[src/rtl/key_event_decoder_if.sv]
// Key event bundle: debounced key level in, registered event pulses and press counter out.
// The decoder takes the slave side and the consumer takes the master side.
interface key_event_decoder_if;
   logic       keyin;
   logic       held;
   logic       press;
   logic       key_release;
   logic       short_click;
   logic       long_press;
   logic       key_repeat;
   logic [7:0] press_count;

   modport master (
      output keyin,
      input  held,
      input  press,
      input  key_release,
      input  short_click,
      input  long_press,
      input  key_repeat,
      input  press_count
   );

   modport slave (
      input  keyin,
      output held,
      output press,
      output key_release,
      output short_click,
      output long_press,
      output key_repeat,
      output press_count
   );
endinterface

[src/rtl/key_event_decoder.sv]
// Turns a debounced key level into one-cycle press/release/click/long/repeat pulses
// and a wrapping press counter. All outputs are registered.
module key_event_decoder #(
   parameter int ACTIVE_LOW = 1,
   parameter int LONG_CYC   = 50,
   parameter int REPEAT_CYC = 10,
   parameter int CNT_W      = 8
) (
   input logic                clk,
   input logic                rst,
   key_event_decoder_if.slave kev
);

   localparam int           CNT_MAX = (1 << CNT_W) - 1;
   localparam logic         POL     = (ACTIVE_LOW != 0);
   localparam logic [CNT_W:0] LONG_TH = (CNT_W + 1)'(LONG_CYC);
   localparam logic [CNT_W:0] REP_TH  = (CNT_W + 1)'(REPEAT_CYC);

   if (CNT_W < 1 || LONG_CYC < 2 || LONG_CYC > CNT_MAX ||
       REPEAT_CYC < 0 || REPEAT_CYC > CNT_MAX) begin : g_bad_params
      $error("key_event_decoder: illegal LONG_CYC/REPEAT_CYC/CNT_W combination");
   end

   typedef enum logic [1:0] {
      IDLE,
      PRESSED,
      LONG
   } state_t;

   state_t           state;
   state_t           state_nx;
   logic [CNT_W-1:0] cnt;
   logic [CNT_W-1:0] cnt_nx;
   logic [CNT_W:0]   cnt_inc;
   logic             act;
   logic             press_nx;
   logic             rel_nx;
   logic             short_nx;
   logic             long_nx;
   logic             rpt_nx;

   assign act     = kev.keyin ^ POL;
   // one bit wider so the threshold compare cannot alias on wrap
   assign cnt_inc = {1'b0, cnt} + (CNT_W + 1)'(1);

   always_comb begin
      state_nx = state;
      cnt_nx   = cnt;
      press_nx = 1'b0;
      rel_nx   = 1'b0;
      short_nx = 1'b0;
      long_nx  = 1'b0;
      rpt_nx   = 1'b0;
      case (state)
         IDLE: begin
            if (act) begin
               press_nx = 1'b1;
               cnt_nx   = (CNT_W)'(1);
               state_nx = PRESSED;
            end
         end
         PRESSED: begin
            if (!act) begin
               rel_nx   = 1'b1;
               short_nx = 1'b1;
               cnt_nx   = '0;
               state_nx = IDLE;
            end else if (cnt_inc == LONG_TH) begin
               long_nx  = 1'b1;
               cnt_nx   = '0;
               state_nx = LONG;
            end else begin
               cnt_nx = cnt_inc[CNT_W-1:0];
            end
         end
         LONG: begin
            // release is tested first so a release on the repeat edge suppresses the repeat
            if (!act) begin
               rel_nx   = 1'b1;
               cnt_nx   = '0;
               state_nx = IDLE;
            end else if (REPEAT_CYC == 0) begin
               cnt_nx = '0;
            end else if (cnt_inc == REP_TH) begin
               rpt_nx = 1'b1;
               cnt_nx = '0;
            end else begin
               cnt_nx = cnt_inc[CNT_W-1:0];
            end
         end
         default: begin
            cnt_nx   = '0;
            state_nx = IDLE;
         end
      endcase
   end

   always_ff @(posedge clk) begin
      if (rst) begin
         state <= IDLE;
         cnt   <= '0;
      end else begin
         state <= state_nx;
         cnt   <= cnt_nx;
      end
   end

   // registered outputs: held follows the next state so it drops together with release
   always_ff @(posedge clk) begin
      if (rst) begin
         kev.held        <= 1'b0;
         kev.press       <= 1'b0;
         kev.key_release <= 1'b0;
         kev.short_click <= 1'b0;
         kev.long_press  <= 1'b0;
         kev.key_repeat  <= 1'b0;
         kev.press_count <= 8'd0;
      end else begin
         kev.held        <= (state_nx != IDLE);
         kev.press       <= press_nx;
         kev.key_release <= rel_nx;
         kev.short_click <= short_nx;
         kev.long_press  <= long_nx;
         kev.key_repeat  <= rpt_nx;
         if (press_nx) begin
            kev.press_count <= kev.press_count + 8'd1;
         end
      end
   end

endmodule

[src/flat_wrapper.sv]
// flat-port wrapper written by rule: the top's interface ports become plain ports
module key_event_decoder_flat 
#(
   parameter int ACTIVE_LOW = 1,
   parameter int LONG_CYC   = 50,
   parameter int REPEAT_CYC = 10,
   parameter int CNT_W      = 8
)
  (clk, rst, kev_keyin, kev_held, kev_press, kev_key_release, kev_short_click, kev_long_press, kev_key_repeat, kev_press_count);
  key_event_decoder_if kev_i ();
  input logic clk;
  input logic rst;
  input wire logic [$bits(kev_i.keyin)-1:0] kev_keyin;
  output wire logic [$bits(kev_i.held)-1:0] kev_held;
  output wire logic [$bits(kev_i.press)-1:0] kev_press;
  output wire logic [$bits(kev_i.key_release)-1:0] kev_key_release;
  output wire logic [$bits(kev_i.short_click)-1:0] kev_short_click;
  output wire logic [$bits(kev_i.long_press)-1:0] kev_long_press;
  output wire logic [$bits(kev_i.key_repeat)-1:0] kev_key_repeat;
  output wire logic [$bits(kev_i.press_count)-1:0] kev_press_count;
  assign kev_i.keyin = kev_keyin;
  assign kev_held = kev_i.held;
  assign kev_press = kev_i.press;
  assign kev_key_release = kev_i.key_release;
  assign kev_short_click = kev_i.short_click;
  assign kev_long_press = kev_i.long_press;
  assign kev_key_repeat = kev_i.key_repeat;
  assign kev_press_count = kev_i.press_count;
  key_event_decoder #(.ACTIVE_LOW(ACTIVE_LOW), .LONG_CYC(LONG_CYC), .REPEAT_CYC(REPEAT_CYC), .CNT_W(CNT_W)) u_core (.clk(clk), .rst(rst), .kev(kev_i));
endmodule
[config.mk]
export PLATFORM = sky130hd
export DESIGN_NAME = key_event_decoder_flat
export DESIGN_NICKNAME = d
export VERILOG_FILES = /design/src/rtl/key_event_decoder_if.sv /design/src/rtl/key_event_decoder.sv /design/src/flat_wrapper.sv
export SDC_FILE = /design/constraint.sdc
export NUM_CORES = 1
export LEC_CHECK = 0
export ABC_AREA = 1
export BUFFER_PORTS_ARGS = -buffer_cell sky130_fd_sc_hd__clkbuf_2
export CORE_ASPECT_RATIO = 0.5
export CORE_UTILIZATION = 45
export DETAILED_ROUTE_END_ITERATION = 8
export PLACE_DENSITY = 0.74
export SLEW_MARGIN = 20
export SYNTH_ARGS = -nofsm -noshare
export SYNTH_HDL_FRONTEND = slang
export SYNTH_SLANG_ARGS = --single-unit
[constraint.sdc]
create_clock -name clk -period 1.93 [get_ports clk]
set_clock_uncertainty 0.15 [all_clocks]
set_input_delay 0.0965 -clock clk [delete_from_list [all_inputs] [get_ports clk]]
set_output_delay 0.0965 -clock clk [all_outputs]
set_load 0.01 [all_outputs]
==> summary.md <==
| Metric | Value |
|---|---|
| Max-cap violations | 0 |
| Dpl cells | 247 |
| Final hold vios | 0 |
| Fill cells | 254 |
| HPWL Detailed | 1950 um |
| Switching Power | 0.260 mW |
| Initial Util | 48.9% |
| Crit start category | flip-flop |
| Worst-path clk slew | 0.09 ns |
| RD Place Congestion | 0.822 |
| Largest net degree at the start of global routing | 18 |
| Power Density | 682 mW/mm2 |
| DRT antenna net count | 0 |
| Rows | 13 |
| Setup violations, final | 0 |
| Port bufs | 16 |
| CTS root buf | clkbuf_8 |
| Yosys synthesis warning count | 0 |
| H-tree levels | 1 |
| Clock tree from TritonCTS | done |
| Setup tns final | 0 ns |
| Worst hold slack | 0.0918 ns |
| Fin crit share | 94.2% |
| CTS Buf Count | 3 |
| Vias in the first global route | 991 |
| Non-filler cells, final | 255 |
| Remaining DRCs | 0 |
| Vias | 1250 |
| Worst hold path class | in2reg |
| Antenna violations before repair | 0 |
| Pre-CTS worst setup slack | 0.0147 ns |
| Crit. End Element | flip-flop |
| Drt total wl | 2770 um |
| Crit-path max FO | 4 |
| Yosys top cell by area | dfxtp_1 |
| First-pass iteration count of the detailed router | 4 |
| Area share of the largest cell type after synthesis | 36.9% |
| Die area | 0.00313 mm2 |
| Layout area overhead | 23.3% |
| Finished Core Util | 60.3% |
| Worst slew margin | 75.9% |
| Clock sink total | 24 |
| Crit-path most repeated cell | nand2_1 |
| Slowest stage delay, CP | 0.35 ns |
| Die Y | 40.1 um |
| GRT Util Overall | 18.4% |
| Reg power frac | 47.7% |
| Clock Tree Buf Depth | 2 |
| Seq/Total Area, Yosys | 36.9% |
| Worst skew pair latency | 0.27 ns |
| Outcome | complete, no violations |
| I/O Pins | 17 |
| Synth cell types | 26 |
| Top post-synthesis cells by area | dfxtp_1, nand2_1, inv_1, ha_1, nor2_1 |
| Layout cells sized above 1 | 26.1% |
| First-pass GRT wire length | 4340 um |
| Synth Area per Inst | 6.76 um2 |
| Biggest regs | u_core.cnt: 8 flops, u_core.kev.press_count: 8 flops, u_core.state: 2 flops |
| Sw Ratio | 23.7% |
| #FFs+latches synth | 24 |
| Min Tclk post-route | 1.82 ns |
| Clk pwr share | 40.7% |
| DRT iter0 DRCs | 69 |
| Cells along the critical path | inv_2 -> ha_4 -> inv_1 -> nor2_2 -> nand2_2 -> nor3_2 -> nand2_1 -> inv_1 -> nand3_2 -> nor2_1 -> nand2_1 -> nand2_1 -> nor2_1 |
| Routed length per instance | 10.9 um |
| Worst Max-Slew Pin Slew | 0.362 ns |
| Multi-input gate area | 738 um2 |
| Core area | 0.00267 mm2 |
| Reg area | 489 um2 |
| Slew Limit Fails | 0 |
| # diodes | 0 |
| Logic gate share of total power | 11.6% |
| Die width | 78.1 um |
| CP arrival | 1.83 ns |
| Mapped cell area | 0.00130 mm2 |
| Total congestion overflow | 0 |
| Final net count | 229 |
| Int Pwr | 0.837 mW |
| Max IR drop VDD | 0.000427 V |
| Critical path type | reg2reg |
| Max Fclk | 0.550 GHz |
| Vias/cell | 4.90 |
| Mapped Nets | 203 |
| Worst setup margin | 0.112 ns |
| WP data required | 1.94 ns |
| Static Leakage | 0.694 nW |
| Mapped Cells | 193 |
| Critical Path Slowest Stage Cell | dfxtp_2 |
power groups by stage:
| stage | Sequential [mW] | Clock (mW) | Combinational (mW) |
|---|---|---|---|
| after floorplan | 0.538 | 0 | 0.0689 |
| after global placement | 0.531 | 0 | 0.116 |
| after detailed placement | 0.532 | 0 | 0.118 |
| after CTS | 0.520 | 0.452 | 0.122 |
| after global routing | 0.525 | 0.471 | 0.146 |
| final | 0.523 | 0.446 | 0.128 |
final cells by class:
type	count	area share [%]
clock inverters	1	1.87
well taps	37	2.88
repair buffers	25	9.34
multi-input cells	135	45.9
flip-flops and latches	24	30.4
clock buffers	3	2.57
inverters	30	7.00
placed cells by master (no fill, tap or decap), types with 3 or more instances in the layout:
| cell type | synthesis | layout |
|---|---|---|
| inv_1 | 28 | 26 |
| nand3_1 | 14 | 13 |
| ha_1 | 7 | 5 |
| nand4_1 | 4 | 4 |
| nor2_2 | 3 | 4 |
| dfxtp_2 | 0 | 7 |
| inv_2 | 1 | 3 |
| nor2_1 | 20 | 19 |
| nand2_1 | 49 | 47 |
| buf_4 | 1 | 8 |
| o21ai_0 | 6 | 6 |
| clkbuf_2 | 0 | 16 |
| nand2_2 | 3 | 5 |
| a21oi_1 | 12 | 12 |
| dfxtp_1 | 24 | 17 |
| nor3_1 | 6 | 4 |
| clkbuf_8 | 0 | 3 |
repair_timing:
action | CTS | global route
hold buffers | 1 | 0
setup endpoints to repair | 1 | 12
setup buffers | 0 | 3
pin swaps | 0 | 2
endpoints found under the hold margin | 2 | 0
resized for setup | 1 | 18
critical path: cells and delay by family (launching register included):
family | cells | cell delay (ns)
simple gates | 9 | 0.83
flops | 1 | 0.35
buf+inv | 3 | 0.24
fa+ha+maj | 1 | 0.14
through the flow:
step	power [mW]	area (um2)
after floorplan	0.606	1300
after global placement	0.647	1450
after detailed placement	0.649	1450
after CTS	1.09	1530
after global routing	1.14	1610
final	1.10	1610
routing by layer:
layer	vias up	track usage [%]	part of all wire, %
met5	-	0	0
met4	0	3.24	0.47
met3	3	5.00	3.5
met2	21	33.6	47
met1	567	22.9	49
li1	659	-	-
final timing paths:
check                                      from  slack, ns  depth (start not counted)                   endpoint
worst max-delay path            u_core.state[1]       0.11                         13  u_core.kev.press_count[7]
worst min register to register    u_core.cnt[7]       0.35                          2              u_core.cnt[7]
worst max register to register  u_core.state[1]       0.11                         13  u_core.kev.press_count[7]
worst min-delay path                        rst       0.09                          2              u_core.cnt[6]
synthesized netlist by cell type:
cell	instances
nand2_1	49
inv_1	28
dfxtp_1	24
nor2_1	20
nand3_1	14
a21oi_1	12
ha_1	7
nor3_1	6
o21ai_0	6
nand4_1	4
nand2_2	3
nor2_2	3
clkbuf_1	2
nand2_4	2
o21bai_1	2
a21oi_2	1
a31oi_1	1
buf_2	1
buf_4	1
clkinv_1	1
inv_2	1
nand3_2	1
nor2_4	1
o21ai_1	1
o22ai_1	1
or2_1	1
logic make-up after synthesis:
logic type               count (synthesis)  synth area share, %
AND/OR/NAND/NOR                        104                 36.2
AO/OA/AOI/OAI                           24                 10.1
adder cells (fa/ha/maj)                  7                 6.72
flip-flops                              24                 36.9
buffers and inverters                   34                 10.2
No activity file was read; power rests on OpenSTA's default activity.
